$ cat src/rtl/instr_loader_if.sv
// instr_loader_if: byte stream handshake plus instruction-memory write port
//   InByte/InValid/InReady          : byte stream, master drives bytes, slave accepts
//   InstrWrEn/InstrAddr/InstrData   : one-cycle write strobe, address and 9-bit word from the slave
interface instr_loader_if #(
   parameter int ADDR_W = 10
);
   logic [7:0]        InByte;
   logic              InValid;
   logic              InReady;
   logic              InstrWrEn;
   logic [ADDR_W-1:0] InstrAddr;
   logic [8:0]        InstrData;
   modport master (output InByte, InValid, input InReady, InstrWrEn, InstrAddr, InstrData);
   modport slave  (input InByte, InValid, output InReady, InstrWrEn, InstrAddr, InstrData);
endinterface

$ cat src/rtl/instr_loader.sv
// instr_loader: boot-time loader packing a byte stream into 9-bit words for instruction memory
//   Clk/Reset  : clock, asynchronous active-high reset
//   Start      : begin a load session (honoured in IDLE, DONE, ERR)
//   bus        : byte stream in, instruction-memory write port out
//   CoreHold   : core held off until a load completes
//   Done/Error : session completed / aborted (levels)
//   LoadCount  : words written this session
module instr_loader #(
   parameter int ADDR_W = 10
) (
   input  logic            Clk,
   input  logic            Reset,
   input  logic            Start,
   instr_loader_if.slave   bus,
   output logic            CoreHold,
   output logic            Done,
   output logic            Error,
   output logic [ADDR_W:0] LoadCount
);
   typedef enum logic [2:0] {IDLE, CNT_LO, CNT_HI, INS_LO, INS_HI, FLUSH, DONE, ERR} state_t;
   localparam logic [16:0] CAP = 17'(1) << ADDR_W;
   state_t            state_q, state_d;
   logic [15:0]       n_q, n_d;
   logic [7:0]        lo_q, lo_d;
   logic [ADDR_W:0]   cnt_q, cnt_d;
   logic              wr_q, wr_d;
   logic [ADDR_W-1:0] addr_q, addr_d;
   logic [8:0]        data_q, data_d;
   logic              acc, hi_ok, last;
   logic [15:0]       n_full;
   assign acc    = bus.InValid & bus.InReady;
   assign hi_ok  = bus.InByte[7:1] == 7'd0;
   assign n_full = {bus.InByte, n_q[7:0]};
   // cnt_q doubles as the write index; it matches LoadCount at every point
   assign last   = 17'(cnt_q) + 17'd1 == {1'b0, n_q};
   always_ff @(posedge Clk or posedge Reset) begin
      if (Reset) state_q <= IDLE;
      else       state_q <= state_d;
   end
   always_comb begin
      state_d = state_q;
      case (state_q)
         IDLE, DONE, ERR: state_d = Start ? CNT_LO : state_q;
         CNT_LO:          state_d = acc ? CNT_HI : state_q;
         CNT_HI:          state_d = !acc ? state_q : n_full == 16'd0 ? FLUSH : {1'b0, n_full} > CAP ? ERR : INS_LO;
         INS_LO:          state_d = acc ? INS_HI : state_q;
         INS_HI:          state_d = !acc ? state_q : !hi_ok ? ERR : last ? FLUSH : INS_LO;
         FLUSH:           state_d = DONE;
         default:         state_d = state_q;
      endcase
   end
   always_comb begin
      bus.InReady = state_q inside {CNT_LO, CNT_HI, INS_LO, INS_HI};
      Done        = state_q == DONE;
      Error       = state_q == ERR;
      CoreHold    = state_q != DONE;
   end
   always_comb begin
      n_d    = n_q;
      lo_d   = lo_q;
      cnt_d  = cnt_q;
      wr_d   = 1'b0;
      addr_d = addr_q;
      data_d = data_q;
      if (Start && state_q inside {IDLE, DONE, ERR}) cnt_d = '0;
      if (acc && state_q == CNT_LO) n_d[7:0] = bus.InByte;
      if (acc && state_q == CNT_HI) n_d[15:8] = bus.InByte;
      if (acc && state_q == INS_LO) lo_d = bus.InByte;
      if (acc && state_q == INS_HI && hi_ok) begin
         wr_d   = 1'b1;
         addr_d = cnt_q[ADDR_W-1:0];
         data_d = {bus.InByte[0], lo_q};
         cnt_d  = cnt_q + 1'b1;
      end
   end
   always_ff @(posedge Clk or posedge Reset) begin
      if (Reset) begin
         n_q    <= '0;
         lo_q   <= '0;
         cnt_q  <= '0;
         wr_q   <= 1'b0;
         addr_q <= '0;
         data_q <= '0;
      end else begin
         n_q    <= n_d;
         lo_q   <= lo_d;
         cnt_q  <= cnt_d;
         wr_q   <= wr_d;
         addr_q <= addr_d;
         data_q <= data_d;
      end
   end
   assign bus.InstrWrEn = wr_q;
   assign bus.InstrAddr = addr_q;
   assign bus.InstrData = data_q;
   assign LoadCount     = cnt_q;
endmodule

$ cat src/flat_wrapper.sv
// flat-port wrapper written by rule: the top's interface ports become plain ports
module instr_loader_flat 
#(
   parameter int ADDR_W = 10
)
  (Clk, Reset, Start, CoreHold, Done, Error, LoadCount, bus_InByte, bus_InValid, bus_InReady, bus_InstrWrEn, bus_InstrAddr, bus_InstrData);
  instr_loader_if #(.ADDR_W(ADDR_W)) bus_i ();
  input  logic Clk;
  input  logic Reset;
  input  logic Start;
  output logic CoreHold;
  output logic Done;
  output logic Error;
  output logic [ADDR_W:0] LoadCount;
  input wire logic [$bits(bus_i.InByte)-1:0] bus_InByte;
  input wire logic [$bits(bus_i.InValid)-1:0] bus_InValid;
  output wire logic [$bits(bus_i.InReady)-1:0] bus_InReady;
  output wire logic [$bits(bus_i.InstrWrEn)-1:0] bus_InstrWrEn;
  output wire logic [$bits(bus_i.InstrAddr)-1:0] bus_InstrAddr;
  output wire logic [$bits(bus_i.InstrData)-1:0] bus_InstrData;
  assign bus_i.InByte = bus_InByte;
  assign bus_i.InValid = bus_InValid;
  assign bus_InReady = bus_i.InReady;
  assign bus_InstrWrEn = bus_i.InstrWrEn;
  assign bus_InstrAddr = bus_i.InstrAddr;
  assign bus_InstrData = bus_i.InstrData;
  instr_loader #(.ADDR_W(ADDR_W)) u_core (.Clk(Clk), .Reset(Reset), .Start(Start), .bus(bus_i), .CoreHold(CoreHold), .Done(Done), .Error(Error), .LoadCount(LoadCount));
endmodule
$ cat config.mk
export PLATFORM = sky130hd
export DESIGN_NAME = instr_loader_flat
export DESIGN_NICKNAME = d
export VERILOG_FILES = /design/src/rtl/instr_loader_if.sv /design/src/rtl/instr_loader.sv /design/src/flat_wrapper.sv
export SDC_FILE = /design/constraint.sdc
export NUM_CORES = 1
export LEC_CHECK = 0
export CELL_PAD_IN_SITES_DETAIL_PLACEMENT = 0
export CELL_PAD_IN_SITES_GLOBAL_PLACEMENT = 1
export CORE_ASPECT_RATIO = 0.7
export CORE_MARGIN = 3
export CORE_UTILIZATION = 44
export CTS_CLUSTER_SIZE = 28
export DETAILED_ROUTE_END_ITERATION = 10
export PLACE_DENSITY = 0.83
export SYNTH_ARGS = -nofsm -noshare
export SYNTH_HDL_FRONTEND = slang
export SYNTH_SLANG_ARGS = --single-unit
$ cat constraint.sdc
create_clock -name Clk -period 4.4 [get_ports Clk]
set_clock_uncertainty 0.2 [all_clocks]
set_input_delay 0.66 -clock Clk [delete_from_list [all_inputs] [get_ports Clk]]
set_output_delay 0.66 -clock Clk [all_outputs]
set_load 0.02 [all_outputs]
==> Word level (Yosys, flattened, before mapping) <==
Cells that the tools add are included.
{ "word_totals": {"regBits": 58, "latch_bits": 0, "mem_bits_rw": 0, "mem_bits_ro": 0, "in_bits": 12, "output_inout_bits": 35, "elab_cells": 53, "memories": 0} }
{ "op_classes": {"addsub": 2, "mul": 0, "n_div": 0, "magnitude_cmp": 1, "eq_ne": 14, "shifts": 0, "muxes": 13, "bitwise": 1, "n_reduce_logical": 14} }
{ "ops": {"columns": ["op", "count"], "rows": [
  ["3-bit 2-to-1 mux", 9],
  ["11-bit 2-to-1 mux", 2],
  ["3-bit case mux with 6 select lines", 1],
  ["17-bit by 16-bit == test with 1-bit output", 1],
  ["16-bit by 11-bit > comparator with 1-bit output, second input constant", 1],
  ["16-bit logical NOT", 1],
  ["11-bit by 1-bit adder with 12-bit output, second input constant", 1],
  ["3-bit == test, second input constant", 4],
  ["11-bit by 1-bit adder with 11-bit output, second input constant", 1],
  ["2-bit by 1-bit inequality test with 1-bit output, second input constant", 4],
  ["7-bit logical NOT", 1],
  ["3-bit by 2-bit == test with 1-bit output, second input constant", 2],
  ["1-bit logical AND", 6],
  ["5-bit AND reduction", 1],
  ["4-bit nonzero test", 1],
  ["3-bit by 1-bit == test with 1-bit output, second input constant", 1],
  ["3-bit logical NOT", 1],
  ["3-bit inequality test, second input constant", 1],
  ["3-bit nonzero test", 1],
  ["3-bit OR reduction", 1],
  ["2-bit inequality test, second input constant", 1],
  ["2-bit nonzero test", 1],
  ["1-bit bitwise AND", 1],
  ["1-bit 2-to-1 mux", 1]
]} }

==> Depth between registers and ports, before layout <==
{ "depth": {"word_depth": 6, "mapped_depth": 8, "ltp_nobuf": 7} }

==> Least setup slack after synthesis <==
Ideal clock, no wire load.
{ "synth_path": {"path_type": "input to register", "start": "input bus_InByte[7]", "end": "register u_core.cnt_q[10] (netlist: u_core.LoadCount[10])", "setup_time_ns": 0.137, "t_arrival_ns": 2.134, "required_ns": 4.063, "path_slack_ns": 1.929, "stages": 8, "path_cell_list": "or4_4 > nor4_4 > nand4_4 > inv_2 > a21oi_1 > buf_6 > o21ai_2 > o41ai_2"} }
{ "synth_between": {"elab_chain_len": 3, "elab_cells_between_ends": 4, "classes_between": "mux: 1; reduce/logical: 3"} }
{ "synth_rtl": {"columns": ["item", "line", "rtl"], "rows": [
  ["start: declaration", "flat_wrapper.sv:15", "input wire logic [$bits(bus_i.InByte)-1:0] bus_InByte;"],
  ["7-bit logical NOT *", "instr_loader.sv:32", "assign hi_ok = bus.InByte[7:1] == 7'd0;"],
  ["1-bit logical AND *", "instr_loader.sv:69", "if (acc && state_q == INS_HI && hi_ok) begin"],
  ["11-bit 2-to-1 mux or 2-bit nonzero test (tied branches)", null, null],
  ["end signal: assignment", "instr_loader.sv:87", "cnt_q <= cnt_d;"],
  ["end: declaration", "instr_loader.sv:25", "logic [ADDR_W:0] cnt_q, cnt_d;"]
]} }
Every way passes the cells marked *; elsewhere a longest branch is shown, timed or not.
A chain may end at the register's enable or synchronous reset.

==> Worst setup path after layout <==
{ "layout_path": {"start": "input bus_InByte[7]", "end": "register u_core.cnt_q[4] (netlist: u_core.LoadCount[4])"} }
Same word-level chain as after synthesis.

==> metrics <==
gr ovfl total=0; final setup violation count=0; Final #Nets=between 300 and 400; met3 Use GR=5.408%; Rows=23; utilization after layout=around three fifths; met1 usage=approximately 30%; Hold WC Path Type=flip-flop to flip-flop; R2R depth=7; xor/xnor share of the synthesized area=between 5 and 6%; Clock transition at path regs=about 0.070 ns; GP Congestion=0.8335; Reg-to-Reg Start=u_core.LoadCount[0]; HPWL after DPL=approximately 4800 µm; CTS Buffer Depth=2; PnR worst setup slack=approximately 1.2 ns; Synth Area in Adders=less than 1%; fin cells=~400; critical path required time=~4.4 ns; Worst Tran Pin Value=0.9426 ns; Worst EP arrival=3.18 ns; vias per inst=between 5 and 6; layout cells sized above 1=15.22%; pwr dens=just over 500 nW/µm²; fraction of the mapped netlist area in simple logic gates=19.51%; Num CTS Buffers=9; Root Buffer=clkbuf_8; Tmin final=3.176 ns; Startpoint Class=primary input; hold slack=~0.27 ns; Sequential Area=1451 µm²; vias in the first global route=2213; Final ANT Viol Nets=0; Die Y=~73 µm; combinational fraction of design power=roughly a quarter; ys async rst share=between 90% and 100%; WL per Instance=between 15 and 20 µm; initial antenna violation count=0; fill count=slightly above 500; Worst-Skew Late Latency=0.34 ns; first-pass GRT wire length=11370 µm; Final Cycle Share=around 72%; die width=102.4 µm; Syn Nets=297; Hold Path Origin=u_core.lo_q[3]; Crit Path Max Fanout=25; Pint=between 0.001 and 0.0015 W; Worst R2R Setup Slack=around 1.7 ns; Final Max Slew Viols=0; CP Buf/Inv Count=2; clock share of power=between 20 and 30%; # IOs=47; Post-CTS Setup Bufs=0; largest family of logic cells by synthesized area=simple AND/OR/NAND/NOR gates; Syn Std Cell Area=2860 µm²; status=completed; Psw=about 0.0006 W; Synth Area in Compound Gates=between 10% and 20%; Hold EP=u_core.bus.InstrData[3]; die area=between 7000 and 8000 µm²; Starting Density=around 48%; Hold Path Depth=2; number of flops mapped to enable cells by yosys=0; largest net degree at the start of global routing=38; CTS tree=done; Crit path largest cell delay=~0.58 ns; Syn Inst Count=between 200 and 300; Warnings, synthesis=0; pre-CTS setup slack=between 0.8 and 0.9 ns; CTS Sinks=between 50 and 60; Avg Inst Size Synth=10.07 µm²; IO Port Bufs=46; setup tns final=0 ns; ANT cells=0; f_max=roughly 310 MHz; WP depth=8; RSZ-0062 raised after global routing=false; # hold bufs at CTS=0; CP Capture Type=flip-flop; reg2reg end=u_core.state_q[1]; P&R area growth vs syn=25.37%; Core ar.=~6000 µm²; grt peak-use layer=met1; total wire length=approximately 7000 µm; Worst path top cell family by delay=simple AND/OR/NAND/NOR gates; met2 Track Usage GR=approximately 28%; gr usage total=~20%; Placed Cells=394; Multi-input gate area=1324 µm²; crit-path cells=clkdlybuf4s50_1 > or4_4 > nor4_4 > nand4_4 > inv_2 > a21oi_1 > o21ai_1 > o31ai_1; via count=2272; relative slew slack=a little under two fifths; Leakage=around 1.6 nW; flops & latches, synth=58; drt initial violations=roughly 110; sequential cell area fraction in the yosys report=50.74%; Pre-antenna DRT Iters=4; H-tree levels=3; Synth Flop Type=dfrtp_1; Critical Path Start=bus_InByte[7]; PostCTS Resize Cnt=0; Final Hold Fails=0; Sequential Power Share=roughly 44%; # Max-Cap Violations=0; DRC viols=0; multiplexer share of the synthesized area=9.843%; switch share=32.09%; maximum vdd drop=between 0.0002 and 0.0003 V; WS Path Type=primary input to flip-flop; Netlist cell types=45; Crit-path slowest cell=or4_4
-- state kept, by name (all words and copies together) (netlist names) --
signal                cells
u_core.bus.InstrAddr     10
u_core.lo_q               8
u_core.bus.InstrWrEn      1
u_core.state_q            3
u_core.bus.InstrData      9
u_core.n_q               16
u_core.LoadCount         11
-- worst reg2reg max path, cell delays in order (launching register included) --
cell	delay, ns
dfrtp_1	0.51
ha_1	0.32
and3_1	0.29
nand2_1	0.13
or3_1	0.38
a2111oi_2	0.38
nand4_1	0.14
a22o_1	0.22
-- layout make-up --
type                            count  share of cell area (%)
Clock buffer                       10                   3.559
Inverter                            6                  0.6281
Clock inverter                      6                   2.547
Multi-Input combinational cell    207                   36.92
Timing Repair Buffer               48                   13.26
Sequential cell                    58                   40.47
Tap cell                           75                   2.617
-- cell usage after synthesis, types with 2 or more instances --
cell / instances / share of area (%)
and3_1: 5 / 1.1
o31ai_1: 6 / 1.6
dfrtp_1: 58 / 51
o21ai_0: 8 / 1.4
o21ai_1: 8 / 1.4
o21a_1: 2 / 0.52
or3_1: 3 / 0.66
nand3_1: 6 / 1.0
clkbuf_1: 7 / 0.92
inv_1: 5 / 0.66
nor2b_1: 2 / 0.44
o22ai_1: 3 / 0.66
nor2_1: 11 / 1.4
xor2_1: 8 / 2.4
a31oi_1: 2 / 0.44
nand2_1: 71 / 9.3
nor4_1: 3 / 0.66
mux2_2: 25 / 9.8
xnor2_1: 9 / 2.8
nand4_1: 3 / 0.66
buf_2: 5 / 0.87
a21oi_1: 5 / 0.87
nand2b_1: 4 / 0.87
nor3b_1: 3 / 0.79
a22o_1: 2 / 0.61
-- cells by family after synthesis --
| logic type | after synthesis |
|---|---|
| flops | 58 |
| mux | 25 |
| simple gates | 117 |
| fa+ha+maj | 1 |
| compound gates | 47 |
| xor+xnor | 17 |
| buf+inv | 19 |
-- cells in the final DEF (no fill, tap or decap), drive strengths merged, types with 4 or more instances in the layout --
master / instances
dfrtp: 58
clkdlybuf4s50: 46
clkbuf: 10
nand4: 4
a21oi: 5
xnor2: 9
inv: 6
nand3: 6
o31ai: 6
and3: 5
nand2: 71
nand2b: 4
nor4: 4
o21ai: 17
mux2: 25
nor2: 11
xor2: 8
-- how the worst max path moves through the flow --
stage | end | slack (ns)
2_1_floorplan | u_core.LoadCount[10] | 1.93
3_3_place_gp | u_core.LoadCount[7] | 0.91
3_5_place_dp | u_core.LoadCount[7] | 0.86
4_1_cts | u_core.LoadCount[7] | 1.22
5_1_grt | u_core.LoadCount[7] | 1.04
6_report | u_core.LoadCount[4] | 1.22
-- per-stage QoR --
step                area [µm²]  total power (W)
detailed placement        3367         0.001297
finish                    3586         0.001835
CTS                       3586         0.001847
global placement          3367         0.001279
floorplan                 2860         0.001152
global route              3586         0.001937
-- power by group through the flow --
stage | Combinational [W] | Sequential (W) | Clock, W
floorplan | 0.000401 | 0.000750 | 0
global placement | 0.000467 | 0.000812 | 0
detailed placement | 0.000482 | 0.000815 | 0
CTS | 0.000486 | 0.000806 | 0.000555
global route | 0.000531 | 0.000829 | 0.000577
finish | 0.000482 | 0.000810 | 0.000543
-- per-layer routing --
metal | part of all wire (%) | vias up | wire, µm
met5 | 0 | - | 0
met4 | 0.36 | 0 | 25
met3 | 5.0 | 2 | 347
met2 | 44 | 62 | 2999
met1 | 51 | 1127 | 3517
li1 | - | 1081 | -
No activity file was read; power rests on OpenSTA's default activity.
==> variant 1: new RTL, config.mk and constraints unchanged <==
`n_q`, `lo_q`, `addr_q` and `data_q` no longer have a reset.
--- a/src/rtl/instr_loader.sv
+++ b/src/rtl/instr_loader.sv
@@ -77,16 +77,15 @@
       if (Reset) begin
-         n_q    <= '0;
-         lo_q   <= '0;
          cnt_q  <= '0;
          wr_q   <= 1'b0;
-         addr_q <= '0;
-         data_q <= '0;
       end else begin
-         n_q    <= n_d;
-         lo_q   <= lo_d;
          cnt_q  <= cnt_d;
          wr_q   <= wr_d;
-         addr_q <= addr_d;
-         data_q <= data_d;
       end
+   end
+
+   always_ff @(posedge Clk) begin
+      n_q    <= n_d;
+      lo_q   <= lo_d;
+      addr_q <= addr_d;
+      data_q <= data_d;
    end
Function: differs if Reset is asserted again (counterexample within 10 cycles, from zero or initial values and one cycle with Reset high); with Reset held inactive, the same outputs for 10 cycles.
==> variant 1 against the original RTL <==
  * Routed wire length fell by 21%
  * Sequential cell count did not move
  * Total power fell by 16%
  * Setup slack improved by 0.028 ns
  * Final cell count fell by 16%
  * Area after synthesis fell by 6.5%
  * Count of clock-buffer cells in the layout fell by 1
  * Design area fell by 5.0%
  * Critical path depth did not move
  * Clock power rose by 5.3%
  * Register-to-register slack got worse by 0.20 ns
  * Critical endpoint is now u_core.LoadCount[9]
  * Highest routed layer unchanged
==> variant 1: results (changes against the original RTL) <==
outcome:
  status: "completed"
cells_and_area:
  nets: 278  # -19%
  fillers: 473  # -6.3%
  drive_above_1_share_pct: 10.0  # -5.2 points
  largest_register_ffs: 16  # unchanged
  top_register: "u_core.n_q"
  finalNonFillerCells: 344  # -16%
synthesis:
  synth_area_leaders: "edfxtp_1, dfrtp_1, o21ai_0"
  synthTopCellsByCount: "edfxtp_1, o21ai_0, dfrtp_1"
  synth-edff-count: 43  # +43
  synth_cell_types: 48  # +6.7%
  ys_async_sr_fraction_pct: 25.9  # -74 points
  synth_fp_nets: 229  # -23%
  ys.flop_type: "edfxtp_1"
  ys_seq_area_share_pct: 62.3  # +12 points
  yosysWarnings: 0  # unchanged
  postSynthCellCount: 216  # -24%
drt:
  drt_iter0_drc: 120  # +10%
  routed_wl_mm: 5.42  # -21%
  firstDrtPassIters: 5  # +1
  viasPerCell: 5.40  # -2.6%
  drc_errors: 0  # unchanged
setup_path:
  slowest_delay_ns: 0.70  # +0.12 ns
  worst-setup-path-type: "input pin to register"
  r2r_slack_ns: 1.52  # -0.20 ns
  r2r_start: "u_core.state_q[1]"
  crit_arrival_ns: 3.19  # about the same
  crit_path_max_fanout: 29  # +16%
  critical-path-top-delay-family: "simple AND/OR/NAND/NOR gates"
  reg2regPathDepth: 7  # unchanged
  startpoint: "bus_InByte[2]"
  reg2reg_to: "u_core.LoadCount[9]"
  critPathSlowestCell: "nor2_1"
pwr:
  cellInternalPower_mw: 1.13  # -9.7%
  p_leak_nw: 1.21  # -23%
  peakVddDrop_mv: 0.375  # +46%
hold_path:
  hp-class: "register to register"
  whs_path_depth: 0  # -2
global_route:
  grt_pass1_vias: 1700  # -23%
  grt_antenna_before_repair: 0  # unchanged
  grt_first_pass_wirelength_mm: 8.87  # -22%
  grt_max_degree: 30  # -21%
  grt.total_usage_pct: 16.5  # -3.5 points
cts:
  insertion_delay_ns: 0.34  # about the same
  clk_pin_slew_ns: 0.06
  htreeDepth: 3  # unchanged
  cts_buffers: 9  # unchanged
  cts.root.buffer_cell: "clkbuf_8"
  clk_path_buf_depth: 2  # unchanged
  ctsResizeCount: 0  # unchanged
place:
  gp_congestion: 0.870  # +4.3%
  io_buffers: 46  # unchanged
  dp.cells: 329  # -16%
  hpwl_mm: 3.79  # -21%
sta:
  slew_headroom_pct: 53.9  # +17 points
  finalHoldViolations: 0  # unchanged
floorplanning:
  start_util_pct: 46.0  # -1.5 points
-- variant 1: changes by cell type after synthesis, moves of 5 or more --
cell / change
edfxtp_1: +43
nand2_1: -58
nand3_1: +7
mux2_2: -24
clkbuf_1: -5
dfrtp_1: -43
o21ai_1: -8
a21oi_1: +6
o21ai_0: +14
-- variant 1: layout make-up --
cell class	count	share of cell area (%)
clock buffers	9	3.64
inverters	5	0.588
flip-flops and latches	58	48.9
multi-input cells	143	27.0
well taps	75	2.76
repair buffers	48	14.0
clock inverters	6	3.12
-- variant 1: how the worst min path moves through the flow --
stage                   start                      end  slack (ns)
2_1_floorplan  u_core.lo_q[0]  u_core.bus.InstrData[0]        0.20
3_3_place_gp   u_core.lo_q[0]  u_core.bus.InstrData[0]        0.20
3_5_place_dp   u_core.lo_q[2]  u_core.bus.InstrData[2]        0.20
4_1_cts        u_core.lo_q[2]  u_core.bus.InstrData[2]        0.22
5_1_grt        u_core.lo_q[7]  u_core.bus.InstrData[7]        0.23
6_report       u_core.lo_q[7]  u_core.bus.InstrData[7]        0.22
-- variant 1: layer usage --
metal / track usage, % / up-vias / wire, um
met2: 23.3 / 66 / 2330
met5: 0 / - / 0
met1: 23.2 / 875 / 2640
met4: 5.30 / 0 / 76
met3: 7.00 / 7 / 379
li1: - / 909 / -
-- variant 1: cells by family after synthesis --
| logic type | share of synthesized area, % |
|---|---|
| buffers and inverters | 3.32 |
| xor gates and xnor gates | 4.58 |
| muxes | 1.17 |
| DFF | 62.3 |
| and+or+nand+nor | 15.3 |
| AOI/OAI and AO/OA | 12.9 |
| adders and majority gates | 0.468 |
-- variant 1: power by group through the flow --
stage                     combinational, mW  clock, mW  sequential [mW]
after floorplan                       0.232          0            0.664
after global placement                0.259          0            0.711
after detailed placement              0.259          0            0.713
after CTS                             0.263      0.585            0.701
after global routing                  0.287      0.615            0.710
final                                 0.260      0.572            0.702
-- variant 1: worst register-to-register path: cells and delay by family, from the launching register on --
family | cells | cell delay, ns
compound gates | 2 | 0.30
simple gates | 4 | 1.26
buf+inv | 1 | 0.46
flops | 1 | 0.57
-- variant 1: per-stage QoR --
| step | cell area, sq um | power, mW | util, % | setup slack (ns) | hold slack [ns] |
|---|---|---|---|---|---|
| after floorplan | 2680 | 0.896 | - | 1.97 | 0.200 |
| after global placement | 3180 | 0.970 | 54.6 | 1.04 | 0.201 |
| after detailed placement | 3180 | 0.973 | 54.6 | 0.887 | 0.205 |
| after CTS | 3410 | 1.55 | 58.6 | 1.24 | 0.219 |
| after global routing | 3410 | 1.61 | 58.6 | 0.990 | 0.232 |
| final | 3410 | 1.53 | 58.6 | 1.25 | 0.218 |
==> variant 2: new RTL, config.mk and constraints unchanged <==
Made on the original files. `ADDR_W` is set to 10 in 3 places; all go to 11.
--- a/src/rtl/instr_loader_if.sv
+++ b/src/rtl/instr_loader_if.sv
@@ -4,3 +4,3 @@
 interface instr_loader_if #(
-   parameter int ADDR_W = 10
+   parameter int ADDR_W = 11
 );
--- a/src/rtl/instr_loader.sv
+++ b/src/rtl/instr_loader.sv
@@ -8,3 +8,3 @@
 module instr_loader #(
-   parameter int ADDR_W = 10
+   parameter int ADDR_W = 11
 ) (
--- a/src/flat_wrapper.sv
+++ b/src/flat_wrapper.sv
@@ -3,3 +3,3 @@
 #(
-   parameter int ADDR_W = 10
+   parameter int ADDR_W = 11
 )
Ports: changed (resized LoadCount and bus_InstrAddr); port bits go from 47 to 49. No check against the original RTL was run, so the function may have changed too.
==> variant 2 against the original RTL <==
  * Total power grew 1.3%
  * Design area grew 5.7%
  * Sequential cell count grew 2
  * Die area grew 7.1%
  * Setup slack gained 0.28 ns
  * Routed wire length grew 0.67%
  * First-iteration DRC count grew 41%
  * Area after synthesis grew 7.7%
==> variant 2: results (changes against the original RTL) <==
outcome:
  status: "completed"
setup_path:
  r2r_slack_ns: 1.72  # about the same
  slowest_delay_ns: 0.60  # +0.02 ns
  critPathSlowestCell: "dfrtp_1"
  crit_arrival_ns: 2.03  # -1.15 ns
  crit_path_max_fanout: 12  # -52%
place:
  hpwl_mm: 4.79  # -0.54%
  gp_congestion: 0.830  # -0.38%
  dp.cells: 435  # +10%
  io_buffers: 48  # +4.3%
  dpl_cell_area_sq_um: 3570  # +6.1%
  place_ws_ns: 1.40  # +0.539 ns
global_route:
  grt_pass1_vias: 2262  # +2.2%
  grt.total_usage_pct: 17.9  # -2.1 points
  grt_antenna_before_repair: 0  # unchanged
  grt_max_degree: 42  # +11%
  grt_first_pass_wirelength_mm: 11.5  # +1.2%
sta:
  worst_hold_slack_ns: 0.264  # -0.00544 ns
  period_minus_slack_ns: 2.89  # -0.283 ns
  tightest_slew_ns: 0.839  # -0.104 ns
  finalHoldViolations: 0  # unchanged
cells_and_area:
  top_register: "u_core.n_q"
  n_antenna_cell: 0  # unchanged
  drive_above_1_share_pct: 15.0  # -0.22 points
  largest_register_ffs: 16  # unchanged
  nets: 368  # +7.3%
synthesis:
  postSynthCellCount: 313  # +10%
  synth_area_leaders: "dfrtp_1, nand2_1, mux2_2"
  yosysWarnings: 0  # unchanged
  ys.flop_type: "dfrtp_1"
  ys_seq_area_share_pct: 48.8  # -2.0 points
  ys_async_sr_fraction_pct: 100  # unchanged
  synth_fp_nets: 326  # +9.8%
  synthTopCellsByCount: "nand2_1, dfrtp_1, mux2_2"
  synth_cell_types: 52  # +16%
drt:
  viasPerCell: 5.39  # -2.6%
  vias: 2433  # +7.1%
  firstDrtPassIters: 4  # unchanged
  routed_wl_mm: 6.94  # +0.67%
  drt_iter0_drc: 154  # +41%
cts:
  clk_path_buf_depth: 2  # unchanged
  postCtsSetupRepairBufs: 0  # unchanged
  cts_buffers: 9  # unchanged
  clk_pin_slew_ns: 0.07  # about the same
  cts.root.buffer_cell: "clkbuf_8"
  ctsResizeCount: 0  # unchanged
  htreeDepth: 3  # unchanged
  insertion_delay_ns: 0.34  # about the same
hold_path:
  hp-class: "register to register"
pwr:
  peakVddDrop_mv: 0.255  # -0.89%
  p_leak_nw: 1.64  # +4.5%
-- variant 2: cells by family after synthesis --
kind of cell	Yosys count	synth area share, %
buffers and inverters	24	4.51
AO/OA/AOI/OAI	54	11.2
XOR/XNOR	18	5.12
flip-flops	60	48.8
adder cells (fa/ha/maj)	1	0.406
AND/OR/NAND/NOR	132	21.3
multiplexers	24	8.74
-- variant 2: report_power, final --
group | switching (mW) | total (mW) | internal [mW]
combinational | 0.212 | 0.482 | 0.270
clock | 0.227 | 0.544 | 0.317
sequential | 0.150 | 0.832 | 0.682
total | 0.589 | 1.86 | 1.27
-- variant 2: metal layers --
metal / part of all wire, % / GRT usage (%) / vias to the layer above
li1: - / - / 1173
met2: 43 / 25.3 / 62
met3: 5.1 / 6.10 / 2
met1: 51 / 27.0 / 1196
met4: 0.16 / 3.10 / 0
met5: 0 / 0 / -
-- variant 2: critical path: cells and delay by family, from the launching register on --
kind	cells	cell delay (ns)
flip-flops	1	0.60
AND/OR/NAND/NOR	2	0.46
buffers and inverters	2	0.64
-- variant 2: final cells by class --
| cell class | count | area (sq um) |
|---|---|---|
| fill | 583 | 2700 |
| sequential | 60 | 1500 |
| multi-input combinational | 229 | 1440 |
| timing repair buffer | 51 | 503 |
| clock buffer | 9 | 124 |
| tap | 91 | 114 |
| clock inverter | 7 | 91.3 |
| inverter | 4 | 16.3 |
-- variant 2: path summary, 6_finish.rpt --
check	from	end	cells past startpoint
min reg2reg	u_core.lo_q[6]	u_core.bus.InstrData[6]	2
max in group asynchronous	Reset	u_core.lo_q[2]	3
max	u_core.state_q[2]	Done	4
min	u_core.lo_q[6]	u_core.bus.InstrData[6]	2
max reg2reg	u_core.LoadCount[0]	u_core.state_q[1]	7
min in group asynchronous	Reset	u_core.bus.InstrWrEn	2
